<file path="src/rtl/sfp_id_pkg.sv">
`default_nettype none
// ============================================================================
//  Module  : sfp_id_pkg
//  Brief   : Shared FSM state encodings and width helper for the SFP ID
//            multi-channel reader.
//  Rev     : 1.0  initial release
// ============================================================================
package sfp_id_pkg;

  // Reader FSM state encodings
  localparam logic [1:0] s_Idle     = 2'd0;
  localparam logic [1:0] s_WbStart  = 2'd1;
  localparam logic [1:0] s_WbClose  = 2'd2;
  localparam logic [1:0] s_Done     = 2'd3;

  // Ceiling log2 that never returns less than one bit, so counters and
  // indices stay legal when a parameter is 1.
  function automatic int unsigned clog2_min1(input int unsigned value);
    int unsigned width;
    width = 1;
    while ((64'd1 << width) < 64'(value)) begin
      width = width + 1;
    end
    return width;
  endfunction

endpackage : sfp_id_pkg
`default_nettype wire

</file>
<file path="src/rtl/sfp_rr_arbiter.sv">
`default_nettype none
// ============================================================================
//  Module  : sfp_rr_arbiter
//  Brief   : Combinational round-robin arbiter. Searches the request vector
//            starting at the channel after 'last' and wrapping around;
//            returns a one-hot grant, its index and an any-request flag.
//  Rev     : 1.0  initial release
// ============================================================================
module sfp_rr_arbiter
  import sfp_id_pkg::*;
#(
  parameter int unsigned g_Channels = 2
) (
  input  logic [g_Channels-1:0]                request,
  input  logic [clog2_min1(g_Channels)-1:0]    last,
  output logic [g_Channels-1:0]                grant,
  output logic [clog2_min1(g_Channels)-1:0]    index,
  output logic                                 any
);

  localparam int unsigned IDX_W = clog2_min1(g_Channels);

  logic [IDX_W-1:0] cand;

  // First requester found walking upward from last+1 (mod channel count) wins
  always_comb begin
    grant = '0;
    index = '0;
    any   = 1'b0;
    cand  = '0;
    for (int unsigned k = 1; k <= g_Channels; k++) begin
      cand = IDX_W'((32'(last) + k) % g_Channels);
      if (!any && request[cand]) begin
        any         = 1'b1;
        grant[cand] = 1'b1;
        index       = cand;
      end
    end
  end

endmodule : sfp_rr_arbiter
`default_nettype wire

</file>
<file path="src/rtl/sfp_id_multi_reader.sv">
`default_nettype none
// ============================================================================
//  Module  : sfp_id_multi_reader
//  Brief   : Scans up to 8 SFP cages and reads a block of EEPROM ID bytes
//            from each newly plugged module over a classic Wishbone master
//            port. Results are latched per channel with valid/error flags.
//  Rev     : 1.0  initial release
// ============================================================================
module sfp_id_multi_reader
  import sfp_id_pkg::*;
#(
  parameter int unsigned g_Channels         = 2,
  parameter int unsigned g_SfpWbBaseAddress = 0,
  parameter int unsigned g_ChannelStride    = 256,
  parameter int unsigned g_StartOffset      = 40,
  parameter int unsigned g_NumBytes         = 16,
  parameter int unsigned g_TimeoutCycles    = 4096,
  parameter int unsigned g_WbAddrWidth      = 32
) (
  input  logic                                  Clk_ik,
  input  logic                                  Rst_ir,
  input  logic [g_Channels-1:0]                 SfpPlugged_ib,
  output logic [g_Channels-1:0]                 SfpIdValid_ob,
  output logic [g_Channels-1:0]                 SfpIdError_ob,
  output logic [g_Channels*g_NumBytes*8-1:0]    SfpId_ob,
  output logic                                  WbCyc_o,
  output logic                                  WbStb_o,
  output logic [g_WbAddrWidth-1:0]              WbAddr_ob,
  input  logic [7:0]                            WbData_ib8,
  input  logic                                  WbAck_i
);

  localparam int unsigned IDX_W   = clog2_min1(g_Channels);
  localparam int unsigned CNT_W   = clog2_min1(g_NumBytes);
  localparam int unsigned TMO_W   = clog2_min1(g_TimeoutCycles);
  localparam int unsigned SLICE_W = g_NumBytes * 8;
  localparam int unsigned AW      = g_WbAddrWidth;

  localparam logic [CNT_W-1:0] LAST_BYTE   = CNT_W'(g_NumBytes - 1);
  localparam logic [TMO_W-1:0] TMO_LAST    = TMO_W'(g_TimeoutCycles - 1);
  localparam logic [IDX_W-1:0] LAST_CH     = IDX_W'(g_Channels - 1);
  localparam logic [AW-1:0]    BASE_ADDR   = AW'(g_SfpWbBaseAddress);
  localparam logic [AW-1:0]    STRIDE      = AW'(g_ChannelStride);
  localparam logic [AW-1:0]    START_OFS   = AW'(g_StartOffset);

  logic [1:0]            state;
  logic [IDX_W-1:0]      active_ch;
  logic [IDX_W-1:0]      rr_last;
  logic [CNT_W-1:0]      byte_cnt;
  logic [TMO_W-1:0]      tmo_cnt;

  logic [g_Channels-1:0] pending;
  logic [g_Channels-1:0] grant;
  logic [IDX_W-1:0]      grant_idx;
  logic                  grant_any;
  logic [AW-1:0]         start_addr;
  logic                  active_plugged;
  logic [SLICE_W-1:0]    cur_slice;
  logic [SLICE_W-1:0]    shifted_slice;

  // A channel wants service while present and neither captured nor failed
  always_comb begin
    pending = SfpPlugged_ib & ~SfpIdValid_ob & ~SfpIdError_ob;
  end

  sfp_rr_arbiter #(
    .g_Channels (g_Channels)
  ) u_arbiter (
    .request (pending),
    .last    (rr_last),
    .grant   (grant),
    .index   (grant_idx),
    .any     (grant_any)
  );

  // Per-channel address and data helpers for the channel being serviced
  always_comb begin
    start_addr     = BASE_ADDR + STRIDE * AW'(grant_idx) + START_OFS;
    active_plugged = SfpPlugged_ib[active_ch];
    cur_slice      = SfpId_ob[active_ch*SLICE_W +: SLICE_W];
    shifted_slice  = (cur_slice << 8) | SLICE_W'(WbData_ib8);
  end

  // Wishbone strobes follow the FSM state directly so aborts drop them at once
  always_comb begin
    WbCyc_o = (state == s_WbStart) || (state == s_WbClose);
    WbStb_o = (state == s_WbStart);
  end

  // Reader FSM, round-robin pointer and per-channel result registers
  always_ff @(posedge Clk_ik) begin
    if (Rst_ir) begin
      state         <= s_Idle;
      active_ch     <= '0;
      rr_last       <= LAST_CH;
      byte_cnt      <= '0;
      tmo_cnt       <= '0;
      WbAddr_ob     <= BASE_ADDR;
      SfpIdValid_ob <= '0;
      SfpIdError_ob <= '0;
      SfpId_ob      <= '0;
    end else begin
      case (state)
        s_Idle: begin
          if (grant_any) begin
            state     <= s_WbStart;
            active_ch <= grant_idx;
            rr_last   <= grant_idx;
            byte_cnt  <= '0;
            tmo_cnt   <= '0;
            WbAddr_ob <= start_addr;
          end
        end

        s_WbStart: begin
          if (!active_plugged) begin
            state <= s_Idle;
          end else if (WbAck_i) begin
            // An ack in the expiry cycle still wins over the timeout
            SfpId_ob[active_ch*SLICE_W +: SLICE_W] <= shifted_slice;
            state <= s_WbClose;
          end else if (tmo_cnt == TMO_LAST) begin
            SfpIdError_ob[active_ch]               <= 1'b1;
            SfpId_ob[active_ch*SLICE_W +: SLICE_W] <= '0;
            state <= s_Idle;
          end else begin
            tmo_cnt <= tmo_cnt + TMO_W'(1);
          end
        end

        s_WbClose: begin
          if (!active_plugged) begin
            state <= s_Idle;
          end else if (!WbAck_i) begin
            if (byte_cnt == LAST_BYTE) begin
              state <= s_Done;
            end else begin
              byte_cnt  <= byte_cnt + CNT_W'(1);
              WbAddr_ob <= WbAddr_ob + AW'(1);
              tmo_cnt   <= '0;
              state     <= s_WbStart;
            end
          end
        end

        s_Done: begin
          if (active_plugged) begin
            SfpIdValid_ob[active_ch] <= 1'b1;
          end
          state <= s_Idle;
        end

        default: begin
          state <= s_Idle;
        end
      endcase

      // Unplug wipes a channel; a newly granted channel starts from a clean slice
      for (int unsigned c = 0; c < g_Channels; c++) begin
        if (!SfpPlugged_ib[c]) begin
          SfpIdValid_ob[c]                <= 1'b0;
          SfpIdError_ob[c]                <= 1'b0;
          SfpId_ob[c*SLICE_W +: SLICE_W]  <= '0;
        end else if ((state == s_Idle) && grant[c]) begin
          SfpId_ob[c*SLICE_W +: SLICE_W]  <= '0;
        end
      end
    end
  end

endmodule : sfp_id_multi_reader
`default_nettype wire

</file>
<file path="config.mk">
export PLATFORM = sky130hd
export DESIGN_NAME = sfp_id_multi_reader
export DESIGN_NICKNAME = d
export VERILOG_FILES = /design/src/rtl/sfp_id_pkg.sv /design/src/rtl/sfp_rr_arbiter.sv /design/src/rtl/sfp_id_multi_reader.sv
export SDC_FILE = /design/constraint.sdc
export NUM_CORES = 1
export LEC_CHECK = 0
export CAP_MARGIN = 40
export CORE_MARGIN = 2
export CORE_UTILIZATION = 45
export CTS_BUF_LIST = sky130_fd_sc_hd__clkbuf_8
export DETAILED_ROUTE_END_ITERATION = 8
export GPL_TIMING_DRIVEN = 1
export PLACE_DENSITY = 0.73
export SETUP_SLACK_MARGIN = 0.05
export SYNTH_ARGS = -nofsm -noshare
export SYNTH_HDL_FRONTEND = slang
export SYNTH_SLANG_ARGS = --single-unit
</file>
<file path="constraint.sdc">
create_clock -name Clk_ik -period 4.51 [get_ports Clk_ik]
set_input_delay 0.902 -clock Clk_ik [delete_from_list [all_inputs] [get_ports Clk_ik]]
set_output_delay 0.902 -clock Clk_ik [all_outputs]
set_load 0.02 [all_outputs]
</file>
==> impl_metrics.yaml, run 1 <==
critical_path:
  critPathKind: "register to output port"
  startpoint_type: "register"
  reg2reg_setup_slack_ps: 1570
  crit_path_start: "state[1]"
  r2r-end: "tmo_cnt[6]"
  crit_fanout: 12
  r2r-start: "state[1]"
  reg2reg_depth: 7
  crit_arrival_ps: 2230
  crit_required_ps: 3610
  worst_setup_path_end_kind: "output port"
worst_hold_path:
  hold_end: "SfpId_ob[127]"
  hp-class: "register to register"
  whs_path_depth: 2
  hold_start: "SfpId_ob[127]"
clock_network:
  cts_root_buf: "clkbuf_8"
  hold_buffers: 0
  htree_num_levels: 2
  ctsResizeCount: 0
  cts-buffers-inserted: 51
  cts_tree: "yes"
  cts.sinks: 312
  clk_pin_slew_ps: 60
  clk_latency_ps: 560
  clockBufferDepth: 3
  postCtsSetupBuffers: 0
final_layout:
  syn_to_final_growth_pct: 34.36
  fin_area_mm2: 0.01634
  drive_above_1_share_pct: 6.079
  stdcell_count: 2135
  nets: 1774
  multiInputGateArea_mm2: 0.005349
  register_area_mm2: 0.006246
  nFillCells: 2326
routing:
  ant_nets: 0
  drt-met1-wl_um: 15130
  drcViolationCount: 0
  via_per_inst: 5.540
  drt_wl_total_um: 35320
  dr.first_iter.drc_count: 957
  wl_per_cell_um: 16.54
  wl_met3_um: 3085
  wl_met2_um: 16070
  route.vias.total: 11828
  highest_layer: "met5"
  dr.pass1.iters: 5
sta:
  max_freq_mhz: 319.6
  worst_slew_pin_slew_ps: 901.1
  min_period_ps: 3129
  relSlewSlack_pct: 39.93
  finClkSkew_ps: 19.83
  rsz0062_at_grt: "false"
  hold_violations: 0
  setup_viol: 0
  final.setup.tns_ps: 0
  hold_ws_ps: 450.0
  slew_violations: 0
  period_share_pct: 69.39
floorplanning:
  die_y_um: 168.4
  initial_core_util_pct: 45.51
  num_io_pins: 307
  dieArea_mm2: 0.02836
  coreArea_mm2: 0.02673
  die_w_um: 168.4
  num_rows: 60
power_and_ir_drop:
  p_leak_nw: 4.986
  p_per_area_mw_per_mm2: 339.5
  power.total_mw: 5.547
  max-vdd-ir-drop_uv: 220.1
synthesis:
  ys_seq_area_share_pct: 51.36
  synthTopCellsByCount: "dfxtp_1, a21oi_1, nand2_1"
  ys_types: 53
  netlist_area_mm2: 0.01216
  yosysWarningCount: 0
  syn-instance-count: 1510
  yosysMostFrequentCell: "dfxtp_1"
  syn_area_per_cell_um2: 8.054
  synth_largest_area_cell: "dfxtp_1"
  synth_edf_count: 0
  synthTopCellsByArea: "dfxtp_1, a21oi_1, nand3_1"
  yosys.area.top_type_share_pct: 51.36
  synth-seq-cells: 312
  synth.net_count: 1531
  synthFlopType: "dfxtp_1"
  ys_async_sr_fraction_pct: 0
global_route:
  antenna_found_initial: 2
  track_usage_pct: 23.79
  grt_max_degree: 129
  grt_pass1_wl_um: 56140
  gr-total-overflow: 0
  grt_pass1_vias: 10778
run:
  max_cap_viol_count: 0
place:
  port_buffers: 306
  dp_hpwl_um: 22620
  postPlaceCellArea_mm2: 0.01531
  placedCellCount: 2041
  gp_congestion: 0.8471
status:
  status: "finished, final reports clean"
[through the flow]
stage	util (%)	worst slack, ps
floorplan	-	2017
CTS	61.13	1343
finish	61.14	1381
global route	61.14	1247
detailed placement	57.28	1146
global placement	57.21	1224
[cells in the final DEF, fill, tap and decap left out, types with 6 or more instances in the layout]
| master | count |
|---|---|
| dfxtp_1 | 312 |
| clkdlybuf4s50_1 | 305 |
| a21oi_1 | 302 |
| nand2_1 | 283 |
| nand3_1 | 275 |
| clkbuf_8 | 67 |
| inv_1 | 29 |
| o21ai_0 | 28 |
| nor2_1 | 23 |
| nand4_1 | 19 |
| or3_1 | 18 |
| or4_1 | 11 |
| o31ai_1 | 9 |
| ha_1 | 8 |
| clkinv_2 | 8 |
| buf_4 | 7 |
| o211ai_1 | 6 |
| and2_1 | 6 |
| buf_12 | 6 |
[how the worst max path moves through the flow]
stage | endpoint | cells past startpoint
finish | WbStb_o | 3
global route | WbAddr_ob[31] | 7
CTS | WbStb_o | 3
detailed placement | WbAddr_ob[6] | 6
global placement | WbAddr_ob[6] | 6
floorplan | SfpId_ob[235] | 7
[layout make-up]
type                            instances  area share (%)
Inverter                               13          0.2986
Clock inverter                         27          0.7351
Sequential cell                       312           38.22
Multi-Input combinational cell       1056           32.73
Antenna cell                            1         0.01531
Timing Repair Buffer                  319           19.82
Tap cell                              341           2.611
Clock buffer                           66           5.559
[flip-flops by register name, summed over array words and instances (netlist names)]
name,count
SfpIdError_ob,2
SfpIdValid_ob,2
SfpId_ob,256
WbAddr_ob,32
active_ch,1
byte_cnt,4
rr_last,1
state,2
tmo_cnt,12
[critical path, cell delays in order, from the launching register on]
cell             delay (ps)
dfxtp_1                 360
inv_1                   100
ha_1                    510
clkdlybuf4s50_1         710
[cells by family after synthesis]
family,share of synthesized area [%]
xor+xnor,0.6481
simple gates,25.88
flops,51.36
mux,0.1131
buf+inv,4.979
fa+ha+maj,0.8231
compound gates,16.19
[power by group]
group | switching [mW] | leakage, nW | internal (mW)
Clock | 1.10 | 0.601 | 1.31
Combinational | 0.258 | 1.87 | 0.0857
Sequential | 0.0178 | 2.51 | 2.77
Total | 1.38 | 4.99 | 4.17
[layer usage]
metal	GRT usage, %	vias to the layer above
met4	8.546	2
met5	0	-
met1	30.50	5598
met3	8.604	62
met2	36.98	384
li1	-	5782
No activity file was read; power rests on OpenSTA's default activity.
==> run 2, diff against run 1 <==
clock period = 3 ns   (was 4.51 ns; I/O delays follow)
==> impl_metrics.yaml, run 2 (synthesis gave the netlist of run 1 again) <==
status:
  status: "finished, final reports clean"
clock_network:
  cts_root_buf: "clkbuf_8"
  postCtsSetupBuffers: 0
  htree_num_levels: 2
  clockBufferDepth: 3
  hold_buffers: 0
  cts_tree: "yes"
  cts-buffers-inserted: 51
  clk_pin_slew_ps: 60
  cts.sinks: 312
  clk_latency_ps: 580
  ctsResizeCount: 0
place:
  port_buffers: 306
  dp_hpwl_um: 23780
  gp_congestion: 0.8371
  placedCellCount: 2067
sta:
  min_period_ps: 2653
  period_share_pct: 88.43
  max_freq_mhz: 376.9
  hold_violations: 0
  relSlewSlack_pct: 52.16
  rsz0062_at_grt: "false"
  worst_slew_pin_slew_ps: 717.6
  slew_violations: 0
  setup_viol: 0
  final.setup.tns_ps: 0
  finClkSkew_ps: 24.80
routing:
  drt_wl_total_um: 36170
  wl_per_cell_um: 16.78
  route.vias.total: 11916
  ant_nets: 0
  dr.pass1.iters: 5
  via_per_inst: 5.527
  drcViolationCount: 0
  dr.first_iter.drc_count: 888
global_route:
  antenna_found_initial: 1
  track_usage_pct: 24.58
  grt_max_degree: 129
  gr-total-overflow: 0
  grt_pass1_vias: 11138
  grt_pass1_wl_um: 58060
power_and_ir_drop:
  p_leak_nw: 5.137
  power_switching_mw: 2.071
  max-vdd-ir-drop_uv: 416.4
  clkPwrFrac_pct: 42.1
  power.internal_mw: 6.163
  pwr-share-seq_pct: 50.9
  p_per_area_mw_per_mm2: 495.6
  p_comb_share_pct: 7.0
  p_sw_share_pct: 25.15
  power.total_mw: 8.233
final_layout:
  regMostFlops: "SfpId_ob"
  nFillCells: 2312
  layout_commonest_cell: "dfxtp_1"
  multiInputGateArea_mm2: 0.005349
  drive_above_1_share_pct: 6.946
  register_area_mm2: 0.006246
  mostFrequentLayoutCells: "dfxtp_1, clkdlybuf4s50_1, a21oi_1"
  largest_reg_flops: 256
  syn_to_final_growth_pct: 36.59
  reg_top3: "SfpId_ob: 256 flops, WbAddr_ob: 32 flops, tmo_cnt: 12 flops"
  stdcell_count: 2156
  nets: 1802
critical_path:
  worst_setup_path_end_kind: "output port"
  crit_fanout: 11
  crit_required_ps: 2400
  crit_arrival_ps: 2050
  critPathKind: "register to output port"
  reg2reg_setup_slack_ps: 500
  startpoint_type: "register"
floorplanning:
  initial_core_util_pct: 45.51
  coreArea_mm2: 0.02673
  dieArea_mm2: 0.02836
  num_io_pins: 307
  num_rows: 60
  die_w_um: 168.4
  die_y_um: 168.4
worst_hold_path:
  hp-class: "register to register"
run:
  max_cap_viol_count: 0
run 2: worst paths after layout:
| path | from | endpoint | cells after the start |
|---|---|---|---|
| setup / recovery | state[1] | WbStb_o | 4 |
| hold reg to reg | SfpId_ob[121] | SfpId_ob[121] | 2 |
| setup reg to reg | state[0] | WbAddr_ob[26] | 7 |
| hold / removal | SfpId_ob[121] | SfpId_ob[121] | 2 |
run 2: critical path: stages (launching register included):
cell             delay, ps
dfxtp_1                360
inv_1                  110
ha_1                   170
buf_4                  220
clkdlybuf4s50_1        630
run 2: per-layer routing:
metal	wire [um]	vias to the layer above	GRT usage, %
li1	-	5816	-
met2	16780	431	39.15
met3	3309	61	9.074
met4	1129	0	9.295
met5	0	-	0
met1	14950	5608	30.42
run 2: per-stage QoR:
step           hold slack [ps]  utilization, %  area (um2)  setup slack (ps)
2_1_floorplan            452.5               -       12160             789.1
3_3_place_gp             439.8           58.43       15620             131.4
3_5_place_dp             445.2           58.56       15650             90.12
4_1_cts                  445.7           62.09       16590             334.0
5_1_grt                  455.4           62.16       16610             200.9
6_report                 448.7           62.16       16610             347.1
run 2: final cells by class:
| class | count | share of cell area [%] |
|---|---|---|
| repair buffers | 347 | 21.64 |
| clock inverters | 25 | 0.6327 |
| well taps | 341 | 2.568 |
| flip-flops and latches | 312 | 37.60 |
| diodes | 1 | 0.01506 |
| clock buffers | 61 | 5.054 |
| multi-input cells | 1056 | 32.20 |
| inverters | 13 | 0.2937 |
run 2: power by group through the flow:
stage	Clock [mW]	Sequential, mW	Combinational, mW
final	3.46	4.19	0.578
after global routing	3.74	4.19	0.629
after CTS	3.55	4.19	0.577
after detailed placement	0	4.28	0.575
after global placement	0	4.28	0.567
after floorplan	0	4.29	0.360
